**config.mk**
```make
export PLATFORM = sky130hd
export DESIGN_NAME = mem_port_arbiter
export DESIGN_NICKNAME = d
export VERILOG_FILES = /design/src/rtl/mem_port_arbiter_pkg.sv /design/src/rtl/mem_port_arbiter_priority_sel.sv /design/src/rtl/mem_port_arbiter.sv
export SDC_FILE = /design/constraint.sdc
export NUM_CORES = 1
export LEC_CHECK = 0
export ABC_AREA = 1
export CORE_AREA = 2 2 96 167
export DETAILED_ROUTE_END_ITERATION = 8
export DIE_AREA = 0 0 98 169
export GPL_ROUTABILITY_DRIVEN = 1
export GPL_TIMING_DRIVEN = 1
export MAX_ROUTING_LAYER = met4
export PLACE_DENSITY_LB_ADDON = 0.15
export RECOVER_POWER = 25
export SKIP_CTS_REPAIR_TIMING = 1
export SYNTH_ARGS = -nofsm -noshare
export SYNTH_HDL_FRONTEND = slang
export SYNTH_SLANG_ARGS = --single-unit
```
**constraint.sdc**
```tcl
create_clock -name clk -period 5.9 [get_ports clk]
set_input_delay 1.18 -clock clk [delete_from_list [all_inputs] [get_ports clk]]
set_output_delay 1.18 -clock clk [all_outputs]
set_load 0.01 [all_outputs]
```
**src/rtl/mem_port_arbiter_pkg.sv**
```systemverilog
// Shared types and constants for the two-requester memory port arbiter.
package mem_arb_pkg;

   typedef enum logic [1:0] {
      IDLE = 2'd0,
      BUSY = 2'd1,
      RESP = 2'd2
   } arb_state_t;

   typedef enum logic {
      OWN_I = 1'b0,
      OWN_D = 1'b1
   } owner_t;

   localparam logic [31:0] TIMEOUT_RDATA = 32'hDEAD_BEEF;

endpackage

```
**src/rtl/mem_port_arbiter_priority_sel.sv**
```systemverilog
// Winner select for the shared memory port: data first, with a burst counter that
// forces a fetch grant after MAX_D_BURST consecutive data grants while fetch waits.
module arb_priority_sel
   import mem_arb_pkg::*;
#(
   parameter int MAX_D_BURST = 4
) (
   input  logic clk,
   input  logic rst,
   input  logic arb_en,
   input  logic i_req,
   input  logic d_req,
   output logic grant_i,
   output logic grant_d
);

   logic [3:0] burst_q;
   logic [3:0] burst_d;

   // Grant decision and next burst count.
   always_comb begin
      grant_i = 1'b0;
      grant_d = 1'b0;
      if (arb_en) begin
         if (d_req && (!i_req || (burst_q != 4'(MAX_D_BURST)))) begin
            grant_d = 1'b1;
         end else if (i_req) begin
            grant_i = 1'b1;
         end else begin
            grant_d = 1'b0;
         end
      end else begin
         grant_i = 1'b0;
      end

      if (grant_i || !i_req) begin
         burst_d = 4'd0;
      end else if (grant_d) begin
         burst_d = burst_q + 4'd1;
      end else begin
         burst_d = burst_q;
      end
   end

   // Burst counter register.
   always_ff @(posedge clk or posedge rst) begin
      if (rst) begin
         burst_q <= 4'd0;
      end else begin
         burst_q <= burst_d;
      end
   end

endmodule

```
**src/rtl/mem_port_arbiter.sv**
```systemverilog
// Shares one mem_valid/mem_rdy port between fetch and load/store, one transaction at a time.
// Optional downstream timeout with sticky err: define MEM_TIMEOUT_EN.
module mem_port_arbiter
   import mem_arb_pkg::*;
#(
   parameter int MAX_D_BURST    = 4,
   parameter int TIMEOUT_CYCLES = 255
) (
   input  logic        clk,
   input  logic        rst,
   input  logic        i_valid,
   input  logic [31:0] i_addr,
   input  logic        i_cancel,
   output logic        i_ready,
   output logic [31:0] i_rdata,
   input  logic        d_valid,
   input  logic [31:0] d_addr,
   input  logic [31:0] d_wdata,
   input  logic [3:0]  d_wstrb,
   output logic        d_ready,
   output logic [31:0] d_rdata,
   output logic        mem_valid,
   output logic        mem_instr,
   output logic [31:0] mem_addr,
   output logic [31:0] mem_wdata,
   output logic [3:0]  mem_wstrb,
   input  logic        mem_rdy,
   input  logic [31:0] mem_rdata,
   output logic        err
);

   if (MAX_D_BURST < 1 || MAX_D_BURST > 15 || TIMEOUT_CYCLES < 1 || TIMEOUT_CYCLES > 255) begin : g_bad_param
      $error("mem_port_arbiter: parameter out of range");
   end

   arb_state_t  state_q,     state_d;
   owner_t      owner_q,     owner_d;
   logic        mem_valid_q, mem_valid_d;
   logic        mem_instr_q, mem_instr_d;
   logic [31:0] addr_q,      addr_d;
   logic [31:0] wdata_q,     wdata_d;
   logic [3:0]  wstrb_q,     wstrb_d;
   logic        cancel_q,    cancel_d;
   logic        i_ready_q,   i_ready_d;
   logic [31:0] i_rdata_q,   i_rdata_d;
   logic        d_ready_q,   d_ready_d;
   logic [31:0] d_rdata_q,   d_rdata_d;

   logic        i_req_s;
   logic        grant_i_s;
   logic        grant_d_s;
   logic        timeout_s;
   logic        cancel_hit_s;
   logic [31:0] rdata_s;

   // A fetch raised together with a flush is not a request.
   assign i_req_s = i_valid & ~i_cancel;

   arb_priority_sel #(
      .MAX_D_BURST (MAX_D_BURST)
   ) u_sel (
      .clk     (clk),
      .rst     (rst),
      .arb_en  (state_q == IDLE),
      .i_req   (i_req_s),
      .d_req   (d_valid),
      .grant_i (grant_i_s),
      .grant_d (grant_d_s)
   );

   // FSM next state, request latch and response generation.
   always_comb begin
      state_d      = state_q;
      owner_d      = owner_q;
      mem_valid_d  = mem_valid_q;
      mem_instr_d  = mem_instr_q;
      addr_d       = addr_q;
      wdata_d      = wdata_q;
      wstrb_d      = wstrb_q;
      cancel_d     = cancel_q;
      i_ready_d    = 1'b0;
      i_rdata_d    = i_rdata_q;
      d_ready_d    = 1'b0;
      d_rdata_d    = d_rdata_q;
      cancel_hit_s = cancel_q;
      rdata_s      = mem_rdy ? mem_rdata : TIMEOUT_RDATA;

      case (state_q)
         IDLE: begin
            cancel_d = 1'b0;
            if (grant_i_s) begin
               state_d     = BUSY;
               owner_d     = OWN_I;
               mem_valid_d = 1'b1;
               mem_instr_d = 1'b1;
               addr_d      = i_addr;
               wdata_d     = 32'd0;
               wstrb_d     = 4'd0;
            end else if (grant_d_s) begin
               state_d     = BUSY;
               owner_d     = OWN_D;
               mem_valid_d = 1'b1;
               mem_instr_d = 1'b0;
               addr_d      = d_addr;
               wdata_d     = d_wdata;
               wstrb_d     = d_wstrb;
            end else begin
               state_d = IDLE;
            end
         end
         BUSY: begin
            cancel_hit_s = cancel_q | ((owner_q == OWN_I) & i_cancel);
            cancel_d     = cancel_hit_s;
            if (mem_rdy || timeout_s) begin
               state_d     = RESP;
               mem_valid_d = 1'b0;
               if (owner_q == OWN_I) begin
                  if (!cancel_hit_s) begin
                     i_ready_d = 1'b1;
                     i_rdata_d = rdata_s;
                  end else begin
                     i_ready_d = 1'b0;
                  end
               end else begin
                  d_ready_d = 1'b1;
                  d_rdata_d = (mem_rdy && (wstrb_q != 4'd0)) ? 32'd0 : rdata_s;
               end
            end else begin
               state_d = BUSY;
            end
         end
         RESP: begin
            state_d  = IDLE;
            cancel_d = 1'b0;
         end
         default: begin
            state_d     = IDLE;
            mem_valid_d = 1'b0;
            cancel_d    = 1'b0;
         end
      endcase
   end

   // State and output registers; reset drops any downstream request immediately.
   always_ff @(posedge clk or posedge rst) begin
      if (rst) begin
         state_q     <= IDLE;
         owner_q     <= OWN_D;
         mem_valid_q <= 1'b0;
         mem_instr_q <= 1'b0;
         addr_q      <= 32'd0;
         wdata_q     <= 32'd0;
         wstrb_q     <= 4'd0;
         cancel_q    <= 1'b0;
         i_ready_q   <= 1'b0;
         i_rdata_q   <= 32'd0;
         d_ready_q   <= 1'b0;
         d_rdata_q   <= 32'd0;
      end else begin
         state_q     <= state_d;
         owner_q     <= owner_d;
         mem_valid_q <= mem_valid_d;
         mem_instr_q <= mem_instr_d;
         addr_q      <= addr_d;
         wdata_q     <= wdata_d;
         wstrb_q     <= wstrb_d;
         cancel_q    <= cancel_d;
         i_ready_q   <= i_ready_d;
         i_rdata_q   <= i_rdata_d;
         d_ready_q   <= d_ready_d;
         d_rdata_q   <= d_rdata_d;
      end
   end

`ifdef MEM_TIMEOUT_EN
   logic [7:0] wait_q, wait_d;
   logic       err_q,  err_d;

   assign timeout_s = (state_q == BUSY) && (wait_q == 8'(TIMEOUT_CYCLES - 1));

   // Wait counter runs only while BUSY; err latches a timeout until reset.
   always_comb begin
      wait_d = wait_q;
      err_d  = err_q;
      if (state_q == BUSY) begin
         wait_d = wait_q + 8'd1;
         if (timeout_s && !mem_rdy) begin
            err_d = 1'b1;
         end else begin
            err_d = err_q;
         end
      end else begin
         wait_d = 8'd0;
      end
   end

   // Timeout counter and sticky error registers.
   always_ff @(posedge clk or posedge rst) begin
      if (rst) begin
         wait_q <= 8'd0;
         err_q  <= 1'b0;
      end else begin
         wait_q <= wait_d;
         err_q  <= err_d;
      end
   end

   assign err = err_q;
`else
   assign timeout_s = 1'b0;
   assign err       = 1'b0;
`endif

   // A flush arriving in the strobe cycle itself still hides that strobe.
   assign i_ready   = i_ready_q & ~i_cancel;
   assign i_rdata   = i_rdata_q;
   assign d_ready   = d_ready_q;
   assign d_rdata   = d_rdata_q;
   assign mem_valid = mem_valid_q;
   assign mem_instr = mem_instr_q;
   assign mem_addr  = addr_q;
   assign mem_wdata = wdata_q;
   assign mem_wstrb = wstrb_q;

endmodule

```
* Word-level counts from Yosys, hierarchy flattened *
Cells that the tools add are included.

word-level totals
  output and inout bits = 137
  word-level logic and storage cells = 73
  input port bits = 138
  register bits after elaboration = 144

operators by class
  equal/unequal tests = 5
  add/sub/neg operators = 1
  reduce and logical (&&, ||, !) cells = 13
  muxes and demuxes = 33
  bitwise operators = 8

operator list
  cell                   count
  $mux W32               5
  $mux W1                21
  $mux W4                4
  $reduce_and A3 Y1      2
  $add A4 B1 Y4 const B  1
  $ne A4 B3 Y1 const B   1
  $not A1 Y1             4
  $pmux W2 S2            1
  $reduce_and A4 Y1      1
  $reduce_bool A2 Y1     2
  $reduce_bool A4 Y1     1
  $and A1 B1 Y1          3
  $ne A3 B3 Y1 const B   1
  $pmux W1 S3            1
  $eq A2 B1 Y1 const B   1
  $eq A2 B2 Y1 const B   1
  $logic_and A1 B1 Y1    2
  $logic_not A2 Y1       1
  $logic_or A1 B1 Y1     2
  $mux W2                1
  $ne A2 B2 Y1 const B   1
  $reduce_and A2 Y1      1
  $logic_not A1 Y1       1
  $or A1 B1 Y1           1

* Longest topological paths before layout *
Gate-level depths: netlist of run 1.

  depth in word-level cells = 10
  depth in mapped cells = 12
  depth with buffers taken out = 10

* Cells and area by module *
Synthesis of run 1 repeated with hierarchy kept, for this count alone.

unflattened totals
  cells, all modules = 680
  area, all modules = 5896.9 sq um

modules (own cells, without submodules)
  module            instances  seq. area each (sq um)  area an instance (sq um)  cells an instance
  mem_port_arbiter  1          3504.6                  5624.1                    642
  arb_priority_sel  1          100.1                   272.8                     38

* Least setup slack after synthesis of run 1 *
OpenSTA, ideal clock, no wires.

  path kind = input to output
  from = input port i_cancel
  to = output port i_ready
  path slack = 3.371 ns
  arrival = 1.349 ns
  required time = 4.720 ns
  buffers on the path = 0
  stages on the path = 1
  cell sequence = nor2_1

between the ends
  cells in the longest elaborated chain, start to end = 2

ends and longest elaborated chain
  what           RTL line                 RTL
  from (decl)    mem_port_arbiter.sv:13   input logic i_cancel,
  $not A1 Y1     mem_port_arbiter.sv:215  assign i_ready = i_ready_q & ~i_cancel;
  $and A1 B1 Y1  mem_port_arbiter.sv:215
  to (decl)      mem_port_arbiter.sv:14   output logic i_ready,

No other way between the ends.

* Worst setup path in the final report of run 1 *
Ends and elaborated chain as after synthesis.

==> results of run 1 <==
## through the flow
stage | hold slack [ns] | utilization (%)
final | 0.475 | 63.6
after global placement | 0.461 | 59.4
after floorplan | 0.505 | -
after detailed placement | 0.464 | 59.4
after global routing | 0.495 | 63.6
after CTS | 0.480 | 63.6
## routing by layer
metal / track usage, % / vias to the layer above / routed length [µm]
met3: 5.08 / 34 / 1180
met1: 28.2 / 2679 / 7450
met5: - / - / 0
met2: 39.1 / 228 / 9400
li1: - / 2825 / -
met4: 9.24 / 0 / 511
## power breakdown
group	internal (W)	leakage (nW)	switching [W]	total [W]
combinational	0.00107	2.67	0.000998	0.00207
sequential	0.00145	1.82	0.000247	0.00169
clock	0.000754	0.308	0.000434	0.00119
## worst max-delay path: cells and delay by family
family | cells | cell delay (ns)
buffers and inverters | 2 | 1.18
AND/OR/NAND/NOR | 1 | 0.16
## cells by family (layout without fill, tap and decap cells)
group	count (synthesis)	after routing	synth area share, %
AOI/OAI and AO/OA	43	43	3.56
xor gates and xnor gates	2	2	0.280
adders and majority gates	2	2	0.400
buffers and inverters	152	419	10.2
DFF	144	144	57.6
other	1	2	0.0600
and+or+nand+nor	418	418	27.9
## worst min-delay path by stage
stage | start | endpoint | slack (ns)
global placement | mem_wdata[31] | mem_wdata[31] | 0.46
finish | mem_wdata[11] | mem_wdata[11] | 0.47
detailed placement | mem_wdata[6] | mem_wdata[6] | 0.46
global route | mem_wdata[8] | mem_wdata[8] | 0.49
floorplan | u_sel.burst_q[3] | u_sel.burst_q[3] | 0.50
CTS | mem_wdata[6] | mem_wdata[6] | 0.48
## registers in the layout (all words and copies together) (netlist names)
name / cells
u_sel.burst_q: 4
d_rdata: 32
mem_addr: 32
state_q: 2
i_rdata: 32
i_ready_q: 1
cancel_q: 1
mem_wstrb: 4
mem_valid: 1
d_ready: 1
owner_q: 1
mem_wdata: 32
mem_instr: 1
## layout make-up
class | instances | share of cell area, %
Multi-Input combinational cell | 466 | 20.9
Clock buffer | 19 | 4.47
Timing Repair Buffer | 277 | 28.5
Sequential cell | 144 | 37.2
Inverter | 111 | 4.34
Clock inverter | 12 | 2.13
Antenna cell | 1 | 0.0258
Tap cell | 186 | 2.40
## layout by cell type, fill, tap and decap left out, drive strengths merged
cell             n
clkbuf          19
clkinvlp         2
xor2             2
diode            1
o21ai           41
nor2            10
dlygate4sd3      3
bufinv           5
nand3          112
dfrtp          143
dfstp            1
nor3             1
ha               2
buf              4
nand2          295
clkinv           3
o22ai            1
clkdlybuf4s50  270
conb             1
inv            113
o21bai           1
==> results_dict.tcl, run 1 <==
set metrics [dict create \
    die_area_mm2 0.0166 \
    critPathLaunch "i_cancel" \
    yosys.area.top_type "dfrtp_1" \
    rows 60 \
    dieWidth_um 98 \
    drc_errors 0 \
    syn_nets 902 \
    hold_viol 0 \
    period_needed_ns 3.69 \
    slew_viol_final 110 \
    dpl_cell_area_mm2 0.00905 \
    rsz0062_at_grt "false" \
    synth_common_cells "nand2_1, dfrtp_1, nand3_1, inv_1, o21ai_0" \
    total_power_w 0.00495 \
    worstPathRequired_ns 4.72 \
    die_y_um 169 \
    fin_area_mm2 0.00969 \
    cpPeakStageDelay_ns 0.62 \
    slew-limit-headroom_pct -55.5 \
    setup_ws_ns 2.21 \
    ys_ff_latch 144 \
    grt_max_degree 110 \
    path_max_fanout 3 \
    dp_cells 1184 \
    reg2reg_slack_ns 3.35 \
    yosysWarnings 0 \
    p_leak_nw 4.80 \
    holdPathStages 2 \
    netlist_area_mm2 0.00625 \
    grt_antenna_before_repair 1 \
    cts_max_path_buffers 2 \
    gp_congestion 0.820 \
    cp-endpoint "i_ready" \
    vias 5766 \
    critical_path_class "input pin to output port" \
    io_buffers 273 \
    tns_ns 0 \
    critPathLaunchType "input pin" \
    grt_pass1_vias 5880 \
    register_area_mm2 0.00360 \
    fillerInstances 1320 \
    fmax_mhz 271 \
    drt_iter0_markers 299 \
    cts_buffers 17 \
    synth_top_cell_area_share_pct 57.2 \
    clk_pin_slew_ns 0.05 \
    overflow 0 \
    fin_skew_ns 0.0123 \
    synthCells 762 \
    htreeDepth 4 \
    ctsRootBufferMaster "clkbuf_16" \
    tightest_slew_ns 2.33 \
    first_pass_iters 4 \
    cts_tree "yes" \
    synth-edff-count 0 \
    avgSynthCellArea_um2 8.21 \
    drive_above_1_share_pct 4.76 \
    endpoint_kind "output port" \
    violations "max-capacitance violations, max-slew violations" \
    rr_endpoint "mem_addr[6]" \
    vias_per_cell 4.74 \
    grt_usage_pct 23.6 \
    fin_crit_sh_pct 62.6 \
    fin_nets 1157 \
    wl_um 18500 \
    clk_latency_ns 0.41 \
    ys.flop_type "dfrtp_1" \
    area_growth_pct 54.9 \
    power.density_mw_per_mm2 511 \
    critPathArrivalTime_ns 2.51 \
    num_io_pins 275 \
    grt_pass1_wl_um 30300 \
    ys_async_sr_fraction_pct 100 \
    initial_core_util_pct 41.0 \
    worstReg2RegStart "u_sel.burst_q[0]" \
    worst_hold_path_type "flop to flop" \
    dp_hpwl_um 12400 \
    maxCapViolations 1 \
    rr_worst_depth 10 \
    ant_nets 0 \
    slowest_stage "dlygate4sd3_1" \
    status "complete, but fails checks" \
    drt-wirelength-per-cell_um 15.2 \
    core_area_mm2 0.0152 \
    yosysSeqAreaShare_pct 57.6 \
    cts.sinks 144 \
    final_cells 1216 \
    yosys-top-cells-area "dfrtp_1, nand2_1, nand3_1, inv_1, o21ai_0" \
    synth.distinct_cells 24 \
    dpl_worst_slack_ns 2.10 \
    cp_cell_sequence "dlygate4sd3_1, nor2_1, clkdlybuf4s50_1" \
    multi_input_area_mm2 0.00203 \
    setup_viol 0 \
    vdd_drop_max_mv 0.362 \
    yosysMostFrequentCell "nand2_1" \
]
Note: power is estimated with default switching activity, not from simulation.
==> inputs of run 2 (changes only) <==
--- a/config.mk
+++ b/config.mk
@@ -6,9 +6,9 @@
 export NUM_CORES = 1
 export LEC_CHECK = 0
 export ABC_AREA = 1
-export CORE_AREA = 2 2 96 167
+export CORE_AREA = 2 2 100 175
 export DETAILED_ROUTE_END_ITERATION = 8
-export DIE_AREA = 0 0 98 169
+export DIE_AREA = 0 0 102 177
 export GPL_ROUTABILITY_DRIVEN = 1
 export GPL_TIMING_DRIVEN = 1
 export MAX_ROUTING_LAYER = met4
==> constraint.sdc (replaced) <==
create_clock -name clk -period 3.01 [get_ports clk]
set_input_delay 0.602 -clock clk [delete_from_list [all_inputs] [get_ports clk]]
set_output_delay 0.602 -clock clk [all_outputs]
set_load 0.01 [all_outputs]
==> run 2 against run 1 <==
Compared with the run above: the run now ends clean; clock power up 87%; non-clock buffer count up 7; global-route usage down 1.6 points; critical path depth unchanged; sequential cell count unchanged; first-iteration DRC count down 8.4%; sequential power up 96%; largest power group unchanged; power up 95%; cell area up 1.1%.
==> results_dict.tcl, run 2 (synthesis results as in run 1) <==
set metrics [dict create \
    status "completed" \
    ctsRootBufferMaster "clkbuf_16" \
    drive_above_1_share_pct 5.41 \
    drc_errors 0 \
    dpl_cell_area_mm2 0.00922 \
    rsz0062_at_grt "false" \
    grt_usage_pct 22.0 \
    grt_pass1_wl_um 29700 \
    cts.sinks 144 \
    cts_buffers 17 \
    worst_hold_path_type "flop to flop" \
    first_pass_iters 4 \
    tightest_slew_ns 1.35 \
    min-delay-start "mem_wdata[11]" \
    layout_commonest_cell "nand2_1" \
    reg2reg_slack_ns 0.94 \
    slowest_stage "dlygate4sd3_1" \
    grt_max_degree 69 \
    grt_pass1_vias 5851 \
    maxCapViolations 0 \
    gp_congestion 0.813 \
    fin_nets 1164 \
    path_max_fanout 3 \
    num_io_pins 275 \
    slew_viol_final 0 \
    initial_core_util_pct 37.4 \
    cts_tree "yes" \
    tns_ns 0 \
    rr_endpoint "mem_addr[30]" \
    clk_pin_slew_ns 0.06 \
    setup_viol 0 \
    critical_path_class "input pin to output port" \
    holdPathStages 2 \
    fin_crit_sh_pct 82.3 \
    fin_area_mm2 0.00980 \
    final_cell_mix "nand2_1, clkdlybuf4s50_1, dfrtp_1" \
    area_growth_pct 56.7 \
    vias 5740 \
    wl_um 18900 \
    min_to "mem_wdata[11]" \
    power.density_mw_per_mm2 983 \
    drt_iter0_markers 274 \
    die_y_um 177 \
    slew-limit-headroom_pct 9.61 \
    htreeDepth 4 \
    cp_cell_sequence "dlygate4sd3_1, nor2_1, clkdlybuf4s50_1" \
    io_buffers 273 \
    cpPeakStageDelay_ns 0.60 \
    clk_latency_ns 0.42 \
    overflow 0 \
    vias_per_cell 4.54 \
    die_area_mm2 0.0181 \
    dieWidth_um 102 \
    vdd_drop_max_mv 0.535 \
    worstPathRequired_ns 2.41 \
    endpoint_kind "output port" \
    period_needed_ns 2.48 \
    critPathLaunchType "input pin" \
    drt-wirelength-per-cell_um 15.0 \
    p_leak_nw 4.83 \
    fin_skew_ns 0.00609 \
    dp_hpwl_um 13200 \
    grt_antenna_before_repair 2 \
    rr_worst_depth 9 \
    cts_max_path_buffers 2 \
    fmax_mhz 404 \
    hold_viol 0 \
    rows 63 \
    critPathArrivalTime_ns 1.87 \
    worstReg2RegStart "u_sel.burst_q[0]" \
    ant_nets 0 \
    core_area_mm2 0.0167 \
]
==> run 2: cell types whose count changed in the layout (fill, tap and decap cells not counted) <==
cell | before | now
clkbuf_2 | 0 | 2
clkinv_4 | 2 | 1
clkinvlp_2 | 0 | 1
clkinv_2 | 1 | 4
inv_6 | 3 | 0
diode_2 | 1 | 2
buf_12 | 0 | 3
clkbuf_8 | 0 | 1
buf_4 | 4 | 6
bufinv_16 | 5 | 4
==> run 2: through the flow <==
stage | hold WS, ns | cells | utilization (%) | setup slack (ns) | power [W]
2_1_floorplan | 0.505 | 762 | - | 0.604 | 0.00506
3_3_place_gp | 0.460 | 1232 | 55.1 | 0.464 | 0.00744
3_5_place_dp | 0.464 | 1232 | 55.1 | 0.451 | 0.00750
4_1_cts | 0.480 | 1263 | 58.8 | 0.643 | 0.00977
5_1_grt | 0.490 | 1265 | 58.6 | 0.315 | 0.0103
6_report | 0.475 | 1265 | 58.6 | 0.533 | 0.00963
==> run 2: how the worst max path moves through the flow <==
stage / slack, ns / startpoint / end / cells past startpoint
6_report: 0.53 / i_cancel / i_ready / 3
5_1_grt: 0.31 / rst / i_rdata[24] / 3
4_1_cts: 0.64 / i_cancel / i_ready / 3
3_5_place_dp: 0.45 / i_cancel / mem_wdata[1] / 7
3_3_place_gp: 0.46 / i_cancel / mem_addr[30] / 7
2_1_floorplan: 0.60 / rst / cancel_q / 1
==> run 2: final cells by class <==
class,count,area (µm²)
fill,1559,6910
sequential,144,3600
timing repair buffer,284,2850
multi-input combinational,466,2030
clock buffer,20,447
inverter,111,418
tap,227,284
clock inverter,11,164
antenna,2,5.00
==> run 2: routing by layer <==
metal	vias to the layer above	part of all wire, %	track usage (%)
met1	2696	40	24.3
li1	2845	-	-
met5	-	0	-
met3	22	5.7	4.82
met4	0	1.9	7.39
met2	177	53	38.8
==> run 2: worst max-delay path, delay by kind of cell <==
family	cells	cell delay [ns]
simple gates	1	0.14
buf+inv	2	1.14
==> run 2: power by group <==
part	leakage [nW]	total, W	switching [W]	internal (W)
Sequential	1.82	0.00332	0.000482	0.00284
Clock	0.296	0.00222	0.000818	0.00140
Combinational	2.72	0.00409	0.00197	0.00212
